--- config.mk ---
export PLATFORM = sky130hd
export DESIGN_NAME = nibble_serial_addsub_seq
export DESIGN_NICKNAME = d
export VERILOG_FILES = /design/src/rtl/nibble_serial_addsub_seq.sv
export SDC_FILE = /design/constraint.sdc
export NUM_CORES = 1
export LEC_CHECK = 0
export ABC_CLOCK_PERIOD_IN_PS = 1900
export BUFFER_PORTS_ARGS = -buffer_cell sky130_fd_sc_hd__buf_2
export CAP_MARGIN = 20
export CORE_AREA = 3 3 86 88
export DETAILED_ROUTE_END_ITERATION = 6
export DIE_AREA = 0 0 89 91
export PLACE_DENSITY = 0.66
export SLEW_MARGIN = 20
export SYNTH_ARGS = -nofsm -noshare
export SYNTH_HDL_FRONTEND = slang
export SYNTH_SLANG_ARGS = --single-unit
--- constraint.sdc ---
create_clock -name clk -period 1.9 [get_ports clk]
set_input_delay 0 -clock clk [delete_from_list [all_inputs] [get_ports clk]]
set_output_delay 0 -clock clk [all_outputs]
set_load 0.01 [all_outputs]
--- src/rtl/nibble_serial_addsub_seq.sv ---
// Multi-nibble add/subtract sequencer. Drives an external 4-bit ripple-carry
// slice one nibble pair per cycle, LSB first, chaining the slice carry-out
// into the next cycle's carry-in, and assembles a 4*NIBBLES-bit result with
// carry-out and signed overflow.
module nibble_serial_addsub_seq #(
  parameter int NIBBLES = 4
) (
  input  logic                   clk,
  input  logic                   rst,
  input  logic                   start,
  input  logic                   sub,
  input  logic [4*NIBBLES-1:0]   op_a,
  input  logic [4*NIBBLES-1:0]   op_b,
  output logic                   busy,
  output logic                   done,
  output logic [4*NIBBLES-1:0]   result,
  output logic                   cout,
  output logic                   ovf,
  output logic [3:0]             nib_a,
  output logic [3:0]             nib_b,
  output logic                   nib_cin,
  input  logic [3:0]             nib_s,
  input  logic                   nib_cout
);

  localparam int W  = 4 * NIBBLES;
  localparam int IW = (NIBBLES > 1) ? $clog2(NIBBLES) : 1;
  localparam logic [IW-1:0] LAST = IW'(NIBBLES - 1);

  typedef enum logic [1:0] {
    S_IDLE,
    S_RUN,
    S_DONE
  } state_t;

  state_t        state;
  state_t        state_nxt;
  logic [IW-1:0] idx;
  logic          carry;
  logic [W-1:0]  a_reg;
  logic [W-1:0]  b_reg;

  // State register.
  always_ff @(posedge clk or posedge rst) begin
    if (rst) begin
      state <= S_IDLE;
    end else begin
      state <= state_nxt;
    end
  end

  // Next-state decode; start is only honoured in IDLE.
  always_comb begin
    state_nxt = state;
    unique case (state)
      S_IDLE:  if (start) state_nxt = S_RUN;
      S_RUN:   if (idx == LAST) state_nxt = S_DONE;
      S_DONE:  state_nxt = S_IDLE;
      default: state_nxt = S_IDLE;
    endcase
  end

  // Status outputs and slice drive; the slice sees zeros outside RUN.
  always_comb begin
    busy    = 1'b0;
    done    = 1'b0;
    nib_a   = '0;
    nib_b   = '0;
    nib_cin = 1'b0;
    if (state == S_RUN) begin
      busy    = 1'b1;
      nib_a   = a_reg[4*idx +: 4];
      nib_b   = b_reg[4*idx +: 4];
      nib_cin = carry;
    end
    if (state == S_DONE) begin
      done = 1'b1;
    end
  end

  // Operand capture, per-nibble result assembly and final flags.
  // Subtraction stores ~B and seeds the carry with 1 so the slice computes A+~B+1.
  always_ff @(posedge clk or posedge rst) begin
    if (rst) begin
      idx    <= '0;
      carry  <= 1'b0;
      a_reg  <= '0;
      b_reg  <= '0;
      result <= '0;
      cout   <= 1'b0;
      ovf    <= 1'b0;
    end else begin
      unique case (state)
        S_IDLE: begin
          if (start) begin
            a_reg  <= op_a;
            b_reg  <= sub ? ~op_b : op_b;
            carry  <= sub;
            idx    <= '0;
            result <= '0;
          end
        end
        S_RUN: begin
          result[4*idx +: 4] <= nib_s;
          carry              <= nib_cout;
          idx                <= idx + 1'b1;
          if (idx == LAST) begin
            cout <= nib_cout;
            ovf  <= (a_reg[W-1] == b_reg[W-1]) && (nib_s[3] != a_reg[W-1]);
          end
        end
        default: ;
      endcase
    end
  end

endmodule

# After elaboration in Yosys (flattened, before gate mapping)
# Index checks and enable logic that the tools add are counted.
[totals]
regBits = 55
inputBits = 41
output_inout_bits = 29
word_cells = 45
[classes]
muxes = 16
n_shift = 4
bitwise = 1
n_reduce_logical = 7
n_addsub = 2
n_eq_ne = 7
[ops]
columns = ["operator", "count"]
rows = [
  ["$neg 4->34", 1],
  ["$shift 4x34->16 const A", 1],
  ["$shiftx 4x34->16", 1],
  ["$mux 16", 2],
  ["$pmux 16 s2", 1],
  ["$shiftx 16x5->4", 2],
  ["$bwmux 16", 1],
  ["$not 16->16", 1],
  ["$mux 4", 2],
  ["$pmux 2 s2", 2],
  ["$reduce_and 2->1", 4],
  ["$mux 2", 3],
  ["$eq 2x2->1 const B", 2],
  ["$mux 1", 4],
  ["$add 2x1->2 const B", 1],
  ["$eq 2x1->1 const B", 1],
  ["$logic_not 2->1", 1],
  ["$ne 2x1->1 const B", 1],
  ["$ne 2x2->1 const B", 1],
  ["$pmux 1 s2", 1],
  ["$reduce_bool 2->1", 1],
  ["$eq 1x1->1", 1],
  ["$logic_and 1x1->1", 1],
  ["$ne 1x1->1", 1],
]

# Depth between registers and ports, before layout
[depth]
word_depth = 4
ltp_mapped = 6
ltp_nobuf = 5

# Worst setup path before layout
# No wires, ideal clock.
[synth_timing]
kind = "reg2reg"
from = "reg idx[0]"
to = "reg result[12]"
synth_period_minus_slack_ns = 1.772
t_required_ns = 1.834
t_arrival_ns = 1.706
setup_time_ns = 0.066
slack_ns = 0.128
path_buffers = 1
path_stages_with_launch = 7
path_cell_list = "dfrtp_1 > buf_6 > inv_1 > ha_1 > nand2b_1 > nor4_4 > a22o_1"
[synth_via]
elab_chain_len = 4
elab_cells_between_ends = 5
cone_classes = "1 x add/sub; 2 x shift; 2 x mux"
[synth_lines]
columns = ["item", "line", "rtl"]
rows = [
  ["start: declaration", "38", "logic [IW-1:0] idx;"],
  ["start signal: assignment", "106", "idx <= idx + 1'b1;"],
  ["$neg 4->34 *", "104", "result[4*idx +: 4] <= nib_s;"],
  ["$shiftx 4x34->16 or $shift 4x34->16 (tied branches)", "104", ""],
  ["$bwmux 16 *", "104", ""],
  ["$pmux 16 s2 *", "93", "unique case (state)"],
  ["end signal: indexed assignment", "104", ""],
  ["end: declaration", "16", "output logic [4*NIBBLES-1:0] result,"],
]
# Mark *: on every way between the ends. The rest lies on a longest branch, timed or not.
# A chain may end at the register's enable or synchronous reset.

# Final worst setup path
[layout_timing]
from = "reg idx[0]"
to = "out nib_b[2]"
[layout_via]
elab_chain_len = 2
[layout_lines]
columns = ["item", "line", "rtl"]
rows = [
  ["$shiftx 16x5->4", "73", "nib_b = b_reg[4*idx +: 4];"],
  ["$mux 4", "70", "if (state == S_RUN) begin"],
  ["end: declaration", "20", "output logic [3:0] nib_b,"],
]
# Every way passes these cells.

==> flow_summary_export.csv <==
group,metric,value,unit
status,outcome,"finished clean",
route,drc_errors,0,
timing,fmax,566,MHz
global_route,grt_start_max_net_pins,51,
clock_tree,clk_path_buf_depth,2,
worst_hold_path,hold_path.class,"input pin to flop",
route,final_antenna_net_count,0,
clock_tree,h-tree-depth,2,
synthesis,synth_area,2690,sq um
power_and_ir_drop,fin_total_pwr,5.07,mW
synthesis,synth_area_leaders,"dfrtp_1 51%, mux2_4 8.9%, mux4_2 6.7%",
worst_setup_path,timing.rr.end,"a_reg[3]$_DFFE_PP0P_",
final_layout,final_area,3580,sq um
power_and_ir_drop,power_density,1420,nW/um^2
power_and_ir_drop,ir_drop,748,uV
synthesis,synthDominantCellAreaShare,51.2,%
route,wire_per_inst,14.8,um
worst_setup_path,arrival,1.77,ns
die,core-area,6720,sq um
worst_setup_path,slowest_stage,"mux4_2",
route,vias_per_cell,4.89,
timing,finalHoldViolations,0,
worst_hold_path,hold_end,"b_reg[3]$_DFFE_PP0P_",
place,dpl.hpwl,4000,um
clock_tree,cts_tree,"yes",
route,via_count,1920,
final_layout,fillers,565,
global_route,gr-usage-met3,3.09,%
worst_setup_path,worstReg2RegStart,"state[1]$_DFFE_PP0P_",
route,dr.pass1.iters,4,
synthesis,yosys_warnings,0,
global_route,grtUsageTotal,15.0,%
worst_setup_path,crit_path_end_kind,"primary output",
place,port_buffers,69,
global_route,busiest_layer,"met2",
timing,finalSetupTns,0,ns
global_route,antenna_found_initial,0,
worst_setup_path,max_stage_delay,0.54,ns
die,die_y,91,um
place,dp_slack,0.253,ns
route,routed_wl,5820,um
timing,worst_slack,0.133,ns
die,dieArea,8100,sq um
global_route,grt_pass1_wl,9450,um
timing,period_needed,1.77,ns
place,postPlaceCellArea,3110,sq um
clock_tree,clk_pin_slew,0.09,ns
timing,setup_viol,0,
synthesis,syn_nets,254,
clock_tree,clk_latency,0.30,ns
synthesis,synth-seq-area-share,51.2,%
synthesis,synth_top_cell_by_area,"dfrtp_1",
final_layout,utilization,53.2,%
global_route,use_met1,20.2,%
final_layout,layout.nets,360,
global_route,grt_pass1_vias,1962,
worst_setup_path,r2r_cells,3,
clock_tree,clock-sinks,55,
worst_setup_path,cp-start-kind,"flop",
worst_setup_path,r2r_setup_slack,0.25,ns
synthesis,syn_inst,207,
die,start_util,40.0,%
synthesis,postSynthAreaPerCell,13.0,sq um
global_route,overflow,0,
route,drtIter0Drc,67,
global_route,grt_util_met2,23.8,%
timing,skew,0.00423,ns
die,pin_count,70,
clock_tree,cts_root_buffer,"clkbuf_8",
power_and_ir_drop,cellLeakagePower,1.75,nW
synthesis,synth_seq_cells,55,
timing,rsz0062_at_grt,"no",
final_layout,diodes,0,
run,drv_cap,0,
worst_setup_path,path_class,"flop to primary output",
timing,tightest_slew,0.478,ns
worst_setup_path,critPathTopFamily,"multiplexers",
timing,drv_slew,0,
final_layout,syn_to_final_growth,33.1,%
final_layout,drive_above_1_share,36.4,%
synthesis,synth_cell_types,31,
worst_setup_path,crit_buf_inv,2,
die,rows,30,
worst_setup_path,worstPathCellList,"buf_4 -> mux4_2 -> and2_1 -> buf_2",
worst_setup_path,critPathMaxFanout,15,
worst_hold_path,worstHoldStart,"op_b[3]",
place,routabilityCongestion,0.779,
worst_hold_path,holdPathStages,3,
timing,max-slew-margin-rel,68.2,%
worst_setup_path,critPathRequiredTime,1.90,ns
clock_tree,numCtsBuffers,5,
timing,fin_crit_sh,93.0,%
die,die_w,89,um
placed cells by master (no fill, tap or decap), drive strengths merged, types with 2 or more instances in the layout:
master,count
buf,75
clkbuf,6
or3b,2
ha,6
dlygate4sd3,36
nor4,2
nand3b,2
nand2,22
a21o,4
mux2,17
xnor2,16
dfrtp,55
and2,10
a22o,16
nand2b,3
mux4,8
inv,4
o21ai,18
power by group:
group / total (mW) / internal [mW] / switching [mW] / leakage [nW]
registers: 1.93 / 1.65 / 0.280 / 0.691
clock network: 0.744 / 0.387 / 0.357 / 0.0513
logic: 2.39 / 1.27 / 1.13 / 1.00
total: 5.07 / 3.30 / 1.77 / 1.75
final cells by class:
cell class	count	area, sq um	share of cell area (%)
clock inverters	1	30.0	0.840
flip-flops and latches	55	1380	38.5
clock buffers	6	72.6	2.03
multi-input cells	136	1220	34.1
repair buffers	111	763	21.3
well taps	80	100	2.80
inverters	4	15.0	0.420
per-layer routing:
| layer | wire, um | up-vias |
|---|---|---|
| met5 | 0 | - |
| met4 | 92 | 0 |
| met3 | 279 | 9 |
| met2 | 2820 | 63 |
| met1 | 2630 | 909 |
| li1 | - | 939 |
tightest hold or removal path, stage by stage:
cell	delay (ns)
buf_2	0.09
xnor2_1	0.11
o21ai_0	0.08
Yosys cell counts (all sizes together):
cell,number
dfrtp,55
nand2,22
o21ai,18
mux2,17
a22o,16
xnor2,16
and2,10
mux4,8
buf,7
ha,6
clkbuf,5
a21o,4
inv,4
nand2b,3
nand3b,2
nor4,2
or3b,2
a21oi,1
a221o,1
a31oi,1
and3,1
nand3,1
nor2,1
nor2b,1
nor3,1
nor4b,1
o31ai,1
stage by stage:
stage          cells  hold WS, ns
6_report         393       0.0134
5_1_grt          393       0.0268
4_1_cts          393       0.0112
3_5_place_dp     350       0.0267
3_3_place_gp     350       0.0128
2_1_floorplan    207        0.133
worst max-delay path by stage:
stage,end,slack (ns),startpoint,depth (start not counted)
after floorplan,result[12]$_DFFE_PP0P_,0.13,idx[0]$_DFFE_PP0P_,6
after global placement,a_reg[6]$_DFFE_PP0P_,0.30,state[1]$_DFFE_PP0P_,3
after detailed placement,carry$_DFFE_PP0P_,0.25,state[1]$_DFFE_PP0P_,4
after CTS,nib_cin,0.09,state[1]$_DFFE_PP0P_,5
after global routing,nib_b[2],0.03,idx[0]$_DFFE_PP0P_,4
final,nib_b[2],0.13,idx[0]$_DFFE_PP0P_,4
cells by family after synthesis:
| group | count (synthesis) | synth area share [%] |
|---|---|---|
| adder cells (fa/ha/maj) | 6 | 2.79 |
| AO/OA/AOI/OAI | 42 | 10.8 |
| XOR/XNOR | 16 | 5.22 |
| multiplexers | 25 | 16.1 |
| buffers and inverters | 16 | 3.49 |
| AND/OR/NAND/NOR | 47 | 10.4 |
| flip-flops | 55 | 51.2 |
timing repair:
item	CTS	global route
setup endpoints to repair	0	9
hold buffers	36	0
gates resized for setup	0	1
setup buffers	0	0
hold endpoints to repair	61	0
Note: power is estimated with default switching activity, not from simulation.
